`src/rtl/reg32_serial_reader.sv`:
```
// Captures a register word on request and streams it out LSB first over a valid/ready serial link.
// Optional feature: define READER_PARITY_EN to append an even-parity bit after the data bits.
module reg32_serial_reader #(
    parameter int WIDTH = 32,
    parameter int CNT_W = 6
) (
    input  logic             clk,
    input  logic             rst_n,
    input  logic             start,
    output logic             rd_en,
    input  logic [WIDTH-1:0] word_in,
    output logic             serial_data,
    output logic             serial_valid,
    input  logic             serial_ready,
    output logic             busy,
    output logic             done
);

`ifdef READER_PARITY_EN
    localparam int NBITS = WIDTH + 1;
`else
    localparam int NBITS = WIDTH;
`endif

    localparam logic [CNT_W-1:0] LAST_CNT = CNT_W'(NBITS - 1);

    typedef enum logic [1:0] {
        S_IDLE,
        S_LOAD,
        S_SHIFT,
        S_DONE
    } state_t;

    state_t           state_q, state_d;
    logic [NBITS-1:0] shreg_q, shreg_d;
    logic [CNT_W-1:0] cnt_q, cnt_d;

    always_comb begin
        // NOTE: every signal written here gets a default first, so no path can infer a latch.
        state_d      = state_q;
        shreg_d      = shreg_q;
        cnt_d        = cnt_q;
        rd_en        = 1'b0;
        serial_valid = 1'b0;
        serial_data  = 1'b0;
        busy         = 1'b0;
        done         = 1'b0;

        case (state_q)
            S_IDLE: begin
                if (start) state_d = S_LOAD;
            end
            S_LOAD: begin
                rd_en = 1'b1;
                busy  = 1'b1;
`ifdef READER_PARITY_EN
                // Parity rides in the top bit, so it falls out after the data bits.
                shreg_d = {^word_in, word_in};
`else
                shreg_d = word_in;
`endif
                cnt_d   = '0;
                state_d = S_SHIFT;
            end
            S_SHIFT: begin
                busy         = 1'b1;
                serial_valid = 1'b1;
                serial_data  = shreg_q[0];
                if (serial_ready) begin
                    shreg_d = shreg_q >> 1;
                    cnt_d   = cnt_q + CNT_W'(1);
                    if (cnt_q == LAST_CNT) state_d = S_DONE;
                end
            end
            S_DONE: begin
                busy    = 1'b1;
                done    = 1'b1;
                state_d = S_IDLE;
            end
            default: state_d = S_IDLE;
        endcase
    end

    // NOTE: sequential state uses non-blocking assignments so all flops update together at the edge.
    always_ff @(posedge clk) begin
        if (!rst_n) begin
            state_q <= S_IDLE;
            // NOTE: the data path is cleared on reset too, so no stale word survives an abort.
            shreg_q <= '0;
            cnt_q   <= '0;
        end else begin
            state_q <= state_d;
            shreg_q <= shreg_d;
            cnt_q   <= cnt_d;
        end
    end

endmodule

```
`config.mk`:
```
export PLATFORM = sky130hd
export DESIGN_NAME = reg32_serial_reader
export DESIGN_NICKNAME = d
export VERILOG_FILES = /design/src/rtl/reg32_serial_reader.sv
export SDC_FILE = /design/constraint.sdc
export NUM_CORES = 1
export LEC_CHECK = 0
export CORE_ASPECT_RATIO = 0.8
export CORE_UTILIZATION = 50
export CTS_CLUSTER_DIAMETER = 40
export DETAILED_ROUTE_END_ITERATION = 16
export HOLD_SLACK_MARGIN = 0.03
export MAX_ROUTING_LAYER = met4
export PLACE_DENSITY_LB_ADDON = 0.1
export SETUP_SLACK_MARGIN = 0.15
export SLEW_MARGIN = 0
export SYNTH_ARGS = -nofsm -noshare
export SYNTH_HDL_FRONTEND = slang
export SYNTH_SLANG_ARGS = --single-unit
```
`constraint.sdc`:
```
create_clock -name clk -period 1.9 [get_ports clk]
set_input_delay 0.285 -clock clk [delete_from_list [all_inputs] [get_ports clk]]
set_output_delay 0.285 -clock clk [all_outputs]
set_load 0.05 [all_outputs]
```
==> Implementation_results.wiki, run 1 <==
{| class="wikitable"
! Metric !! Value
|-
| Reported max-cap violation count || 0
|-
| Worst hold path stage count || 2
|-
| Sequential cell area fraction in the yosys report || 41.3%
|-
| Buffers on Ports || 40
|-
| Library cell occupying the most area in the post-synthesis netlist || sky130_fd_sc_hd__dfxtp_1
|-
| Max Fanout on Critical Path || 8
|-
| Hold Worst Slack || between 0.4 and 0.5 ns
|-
| Worst min-delay path class || reg2reg
|-
| Number of I/O pins || 41
|-
| Antenna violations before repair || 0
|-
| Average cell area after synthesis || 10.0 um2
|-
| Count of mapped cells out of synthesis || 194
|-
| CTS buffer count || 5
|-
| Post-Route WL || 3850 um
|-
| Flops & latches, synth || 40
|-
| Area of the core || 3570 um2
|-
| Synthesis warning total || 0
|-
| Via count of the first global-routing pass || 1,453
|-
| Die height || 57.7 um
|-
| Final critical-path required period || around 1.7 ns
|-
| Via count normalized by instance count || roughly 5.5
|-
| Category of the most critical setup path || reg2out
|-
| Die footprint || 4130 um2
|-
| Post-route antenna net violation count || 0
|-
| TritonCTS clock tree || done
|-
| HPWL Detailed || approximately 2500 um
|-
| Unique cell type count in the Yosys netlist || 27
|-
| Top cells by area, synth || sky130_fd_sc_hd__dfxtp_1 (41%), sky130_fd_sc_hd__mux2i_1 (18%), sky130_fd_sc_hd__o211a_1 (16%)
|-
| DRC violations left || 0
|-
| Accumulated negative setup slack || 0 ns
|-
| H-tree levels || 2
|-
| Global-route wire length before repair || 6220 um
|-
| Area of placed instances || 2440 um2
|-
| Hold violation total from the final report || 0
|-
| Leak pwr || around 1.3 nW
|-
| Setup repair after global routing missed its margin || no
|-
| Maximum vdd drop || 0.839 mV
|-
| Share of the clock period used by the worst path after layout || 88.4%
|-
| Clock Latency Late Sink || 0.28 ns
|-
| Final weighted congestion in routability-driven placement || ~0.77
|-
| Netlist Area Pre-Place || 1940 um2
|-
| Top-area cell type share of the netlist area || between 40% and 50%
|-
| Worst slack at placement || 0.196 ns
|-
| Clock-pin slew on the worst setup and hold paths || ~0.070 ns
|-
| Critical Path Source Type || flop
|-
| Slew at the pin closest to its max-slew limit || slightly below 0.4 ns
|-
| Crit path setup slack, layout || 0.220 ns
|-
| Largest net degree at the start of global routing || 41
|-
| Setup violations, final || 0
|-
| Nets || 282
|-
| Final Instance Count excl. Fillers || 283
|-
| Average wire per cell in the routed design || 13.6 um
|-
| Number of buffers between clock root and the deepest sink || 2
|-
| Hold buffer count at CTS || 0
|-
| GR Util All Layers || between 10% and 20%
|-
| Count of flip-flops with a built-in enable after synthesis || 0
|-
| # clock sinks || 40
|-
| Starting DRT DRC Count || 81
|-
| Synth-to-Final Area Change || 34.9%
|-
| Number of vias after detailed routing || 1,549
|-
| Root Buffer Master || sky130_fd_sc_hd__clkbuf_8
|-
| Dpl cells || 267
|-
| Highest Clock Rate || 595 MHz
|-
| Count of cells along the worst register-to-register path || 6
|-
| Normalized max-slew margin || 73.8%
|-
| Worst clock skew || between 0.003 and 0.004 ns
|-
| Placement row count || 19
|-
| Synthesized Nets || about 240
|-
| Power per cell area || about 1300 nW/um2
|-
| Dominant synthesized flop cell || sky130_fd_sc_hd__dfxtp_1
|-
| Fraction of registers with async set or reset after synthesis || 0%
|-
| TritonRoute pass-1 iters || 4
|-
| Run status || finished clean
|-
| Critical path required time || 1.62 ns
|-
| Fraction of layout cells with a size suffix above 1 || approximately an eighth
|-
| Ant diodes || 0
|-
| Starting density of the core || 54.4%
|-
| Global route overflow || 0
|-
| Number of max-slew violations in the final report || 0
|-
| DIE WIDTH || 71.6 um
|-
| Critical path capture point type || primary output
|-
| Data arrival time at the worst-slack endpoint || 1.40 ns
|-
| Final instance area || approximately 2600 um2
|}
-- metal layers --
layer  share of wire, %  vias up  global-route usage (%)
li1                   -      791                       -
met1                 49      720                    24.1
met2                 46       34                    32.2
met3                4.1        4                    4.70
met4               0.67        0                    6.16
met5                  0        -                       -
-- per-stage QoR --
| step | util [%] | total power (W) |
|---|---|---|
| after floorplan | - | 0.00227 |
| after global placement | 68.5 | 0.00262 |
| after detailed placement | 68.5 | 0.00270 |
| after CTS | 71.4 | 0.00330 |
| after global routing | 73.4 | 0.00357 |
| final | 73.4 | 0.00336 |
-- cell families after synthesis --
family	count (synthesis)	synth area share [%]
buffers and inverters	21	4.97
muxes	35	18.1
and+or+nand+nor	49	11.4
adders and majority gates	6	3.87
AOI/OAI and AO/OA	43	20.4
DFF	40	41.3
-- registers in the layout (all words and copies together) (netlist names) --
name and cells:
cnt_q 6, shreg_q 32, state_q 2
-- timing repair --
item	in CTS	in global routing
gates resized for setup	3	4
buffers inserted	0	8
setup endpoints to repair	2	3
gates cloned	0	0
-- cell usage after synthesis (2+ instances only) --
cell type,count
sky130_fd_sc_hd__ha_1,6
sky130_fd_sc_hd__dfxtp_1,40
sky130_fd_sc_hd__nand2_1,36
sky130_fd_sc_hd__clkbuf_1,5
sky130_fd_sc_hd__or3_1,2
sky130_fd_sc_hd__buf_4,2
sky130_fd_sc_hd__o21ai_0,2
sky130_fd_sc_hd__a21oi_1,3
sky130_fd_sc_hd__buf_2,8
sky130_fd_sc_hd__nor2b_1,2
sky130_fd_sc_hd__inv_1,6
sky130_fd_sc_hd__a21boi_1,2
sky130_fd_sc_hd__nand3_1,2
sky130_fd_sc_hd__o211a_1,31
sky130_fd_sc_hd__mux2i_1,34
sky130_fd_sc_hd__nand3b_1,2
-- cell usage in the layout, fill, tap and decap left out, drive strengths merged, types with 3 or more instances in the layout --
cell / n
nand2: 36
dfxtp: 40
o211a: 31
ha: 6
a21oi: 3
buf: 19
mux2i: 34
inv: 6
clkbuf: 7
clkdlybuf4s50: 35
-- report_power, final --
group          total, W  switching, W  leakage [nW]  internal (W)
clock          0.000581      0.000286        0.0445      0.000295
sequential      0.00129      0.000159         0.329       0.00114
combinational   0.00149      0.000723         0.901      0.000763
-- area by class of cell --
cell class	count	area, um2
Clock buffer	7	86.3
Clock inverter	1	7.51
Fill cell	276	950
Inverter	6	22.5
Multi-Input combinational cell	133	1060
Sequential cell	40	805
Tap cell	42	52.6
Timing Repair Buffer	54	584
-- worst max-delay path, stage by stage (launching register included) --
cell                      delay (ns)
sky130_fd_sc_hd__dfxtp_4        0.37
sky130_fd_sc_hd__inv_2          0.06
sky130_fd_sc_hd__ha_4           0.19
sky130_fd_sc_hd__buf_12         0.14
sky130_fd_sc_hd__and2_2         0.20
sky130_fd_sc_hd__buf_12         0.15
-- path summary, 6_finish.rpt --
kind,startpoint,to,slack [ns]
max,state_q[0],serial_data,0.22
min,cnt_q[0],cnt_q[0],0.49
max reg2reg,state_q[0],cnt_q[5],0.27
min reg2reg,cnt_q[0],cnt_q[0],0.49
(Power assumes the default switching activity.)
==> inputs of run 2 (changes only) <==
- CAP_MARGIN: default -> 20
==> results of run 2 <==
No change in the layout: final DEF, timing and power equal those of run 1.
==> inputs of run 3 (changes only) <==
- CTS_BUF_LIST: default -> sky130_fd_sc_hd__clkbuf_2 sky130_fd_sc_hd__clkbuf_4 sky130_fd_sc_hd__clkbuf_8
- PLACE_DENSITY: default -> 0.79
- PLACE_DENSITY_LB_ADDON: 0.1 -> default
==> run 3 against run 2 <==
  * Fmax down 0.51%
  * Combinational power down 5%
  * Utilization down 0.91 points
  * Via count fell by 1.7%
  * Non-clock buffer count down 6
  * Die area did not move
  * Clock power rose by 30%
  * Routed wire length rose by 1.8%
  * Flip-flop and latch count stayed put
==> Implementation_results.wiki, run 3 (synthesized netlist as in run 1, its figures left out) <==
{| class="wikitable"
! Metric !! Value
|-
| Run status || finished clean
|-
| Die footprint || ~4100 um2
|-
| Critical path required time || 1.62 ns
|-
| Worst min-delay path class || reg2reg
|-
| Leak pwr || 1.26 nW
|-
| Crit path setup slack, layout || 0.211 ns
|-
| Global route overflow || 0
|-
| Buffers on Ports || 40
|-
| Global-route wire length before repair || 6500 um
|-
| Post-route antenna net violation count || 0
|-
| R2r endpoint || shreg_q[30]
|-
| Critical path capture point type || primary output
|-
| Commonest cells after routing, fill and taps aside || sky130_fd_sc_hd__dfxtp_1 (38), sky130_fd_sc_hd__nand2_1 (36), sky130_fd_sc_hd__clkdlybuf4s50_1 (35), sky130_fd_sc_hd__mux2i_1 (34), sky130_fd_sc_hd__o211a_1 (31)
|-
| Most common cell after layout, fill and taps aside || sky130_fd_sc_hd__dfxtp_1
|-
| Placement row count || 19
|-
| GR Util All Layers || 21.0%
|-
| Clock Latency Late Sink || between 0.2 and 0.3 ns
|-
| TritonCTS clock tree || done
|-
| Synth-to-Final Area Change || 33.2%
|-
| Final weighted congestion in routability-driven placement || 0.741
|-
| Hold buffer count at CTS || 0
|-
| Ant diodes || 0
|-
| Average wire per cell in the routed design || 14.2 um
|-
| TritonRoute pass-1 iters || 4
|-
| Setup slack of the worst register-to-register path || 0.32 ns
|-
| # clock sinks || 40
|-
| Root Buffer Master || sky130_fd_sc_hd__clkbuf_8
|-
| Max Fanout on Critical Path || 9
|-
| Power per cell area || 1340 nW/um2
|-
| Setup repair after global routing missed its margin || no
|-
| Highest Clock Rate || approximately 590 MHz
|-
| Number of max-slew violations in the final report || 0
|-
| H-tree levels || 2
|-
| Normalized max-slew margin || 72.4%
|-
| Slew at the pin closest to its max-slew limit || 0.414 ns
|-
| Worst clock skew || roughly 0.0054 ns
|-
| Share of the clock period used by the worst path after layout || 88.9%
|-
| Starting DRT DRC Count || 95
|-
| DIE WIDTH || 71.6 um
|-
| HPWL Detailed || 2680 um
|-
| Count of cells along the worst register-to-register path || 7
|-
| Final Instance Count excl. Fillers || 277
|-
| Fraction of layout cells with a size suffix above 1 || 11.9%
|-
| CTS buffer count || 5
|-
| Number of vias after detailed routing || 1,522
|-
| Accumulated negative setup slack || 0 ns
|-
| Nets || 276
|-
| Largest net degree at the start of global routing || 44
|-
| Worst Hold Endpoint || cnt_q[0]
|-
| Number of I/O pins || 41
|-
| Number of buffers between clock root and the deepest sink || 2
|-
| Worst slack at placement || 0.200 ns
|-
| Reported max-cap violation count || 0
|-
| Die height || 57.7 um
|-
| Largest registers ranked by flip-flop count || shreg_q (32), cnt_q (6), state_q (2)
|-
| Starting density of the core || 54.4%
|-
| Hold wc startpoint || cnt_q[0]
|-
| Final critical-path required period || 1.69 ns
|-
| Register containing the most flip-flops in the final layout || shreg_q
|-
| Hold violation total from the final report || 0
|-
| DRC violations left || 0
|-
| Area of the core || 3570 um2
|-
| Data arrival time at the worst-slack endpoint || 1.40 ns
|-
| Category of the most critical setup path || reg2out
|-
| Dpl cells || around 270
|-
| Critical Path Source Type || flop
|-
| Startpoint of the most critical register-to-register path || state_q[0]
|-
| Clock-pin slew on the worst setup and hold paths || ~0.08 ns
|-
| Via count of the first global-routing pass || ~1,600
|-
| Via count normalized by instance count || roughly 5.5
|-
| Setup violations, final || 0
|-
| Post-Route WL || 3920 um
|-
| Maximum vdd drop || approximately 0.81 mV
|-
| Number of flip-flops under the largest register name || 32
|-
| Worst hold path stage count || 2
|-
| Antenna violations before repair || 0
|}
-- run 3: cell types whose count changed in the layout (fill, tap and decap cells not counted), sizes merged --
cell and delta:
buf -6, clkinvlp -1, bufinv +1
-- run 3: worst max path at each step --
stage / startpoint / to / slack [ns] / cells after the start
floorplan: state_q[0] / serial_data / 0.07 / 5
global placement: serial_ready / cnt_q[5] / 0.26 / 4
detailed placement: serial_ready / state_q[1] / 0.20 / 4
CTS: state_q[0] / serial_data / 0.18 / 5
global route: state_q[0] / serial_data / 0.16 / 5
finish: state_q[0] / serial_data / 0.21 / 5
-- run 3: layout make-up --
cell class	instances	area, um2
clock buffer	7	96.3
timing repair buffer	48	518
tap	42	52.6
fill	262	982
sequential	40	806
inverter	6	22.5
clock inverter	1	30.0
multi-input combinational	133	1060
-- run 3: per-stage QoR --
step	total power, W	hold slack [ns]	area [um2]	util [%]
CTS	0.00345	0.490	2560	71.7
detailed placement	0.00268	0.476	2420	68.0
finish	0.00346	0.487	2580	72.5
global placement	0.00259	0.470	2420	68.0
floorplan	0.00227	0.446	1960	-
global route	0.00368	0.514	2580	72.5
-- run 3: power by group --
group | internal (W) | switching (W)
logic | 0.000698 | 0.000709
clock network | 0.000463 | 0.000290
registers | 0.00114 | 0.000162
-- run 3: worst max-delay path, stage by stage, from the launching register on --
cell	delay (ns)
sky130_fd_sc_hd__dfxtp_4	0.37
sky130_fd_sc_hd__inv_2	0.06
sky130_fd_sc_hd__ha_4	0.18
sky130_fd_sc_hd__buf_8	0.15
sky130_fd_sc_hd__and2_2	0.21
sky130_fd_sc_hd__buf_12	0.15
-- run 3: layer usage --
metal | global-route usage [%] | part of all wire (%) | vias up
li1 | - | - | 777
met1 | 23.3 | 45 | 713
met2 | 36.0 | 50 | 28
met3 | 6.96 | 4.2 | 4
met4 | 7.00 | 0.59 | 0
met5 | - | 0 | -
-- run 3: what timing repair did --
action	CTS	global route
endpoints found under the setup margin	1	1
cloned	0	0
buffers inserted	0	1
resized for setup	3	3
pin swaps	0	0
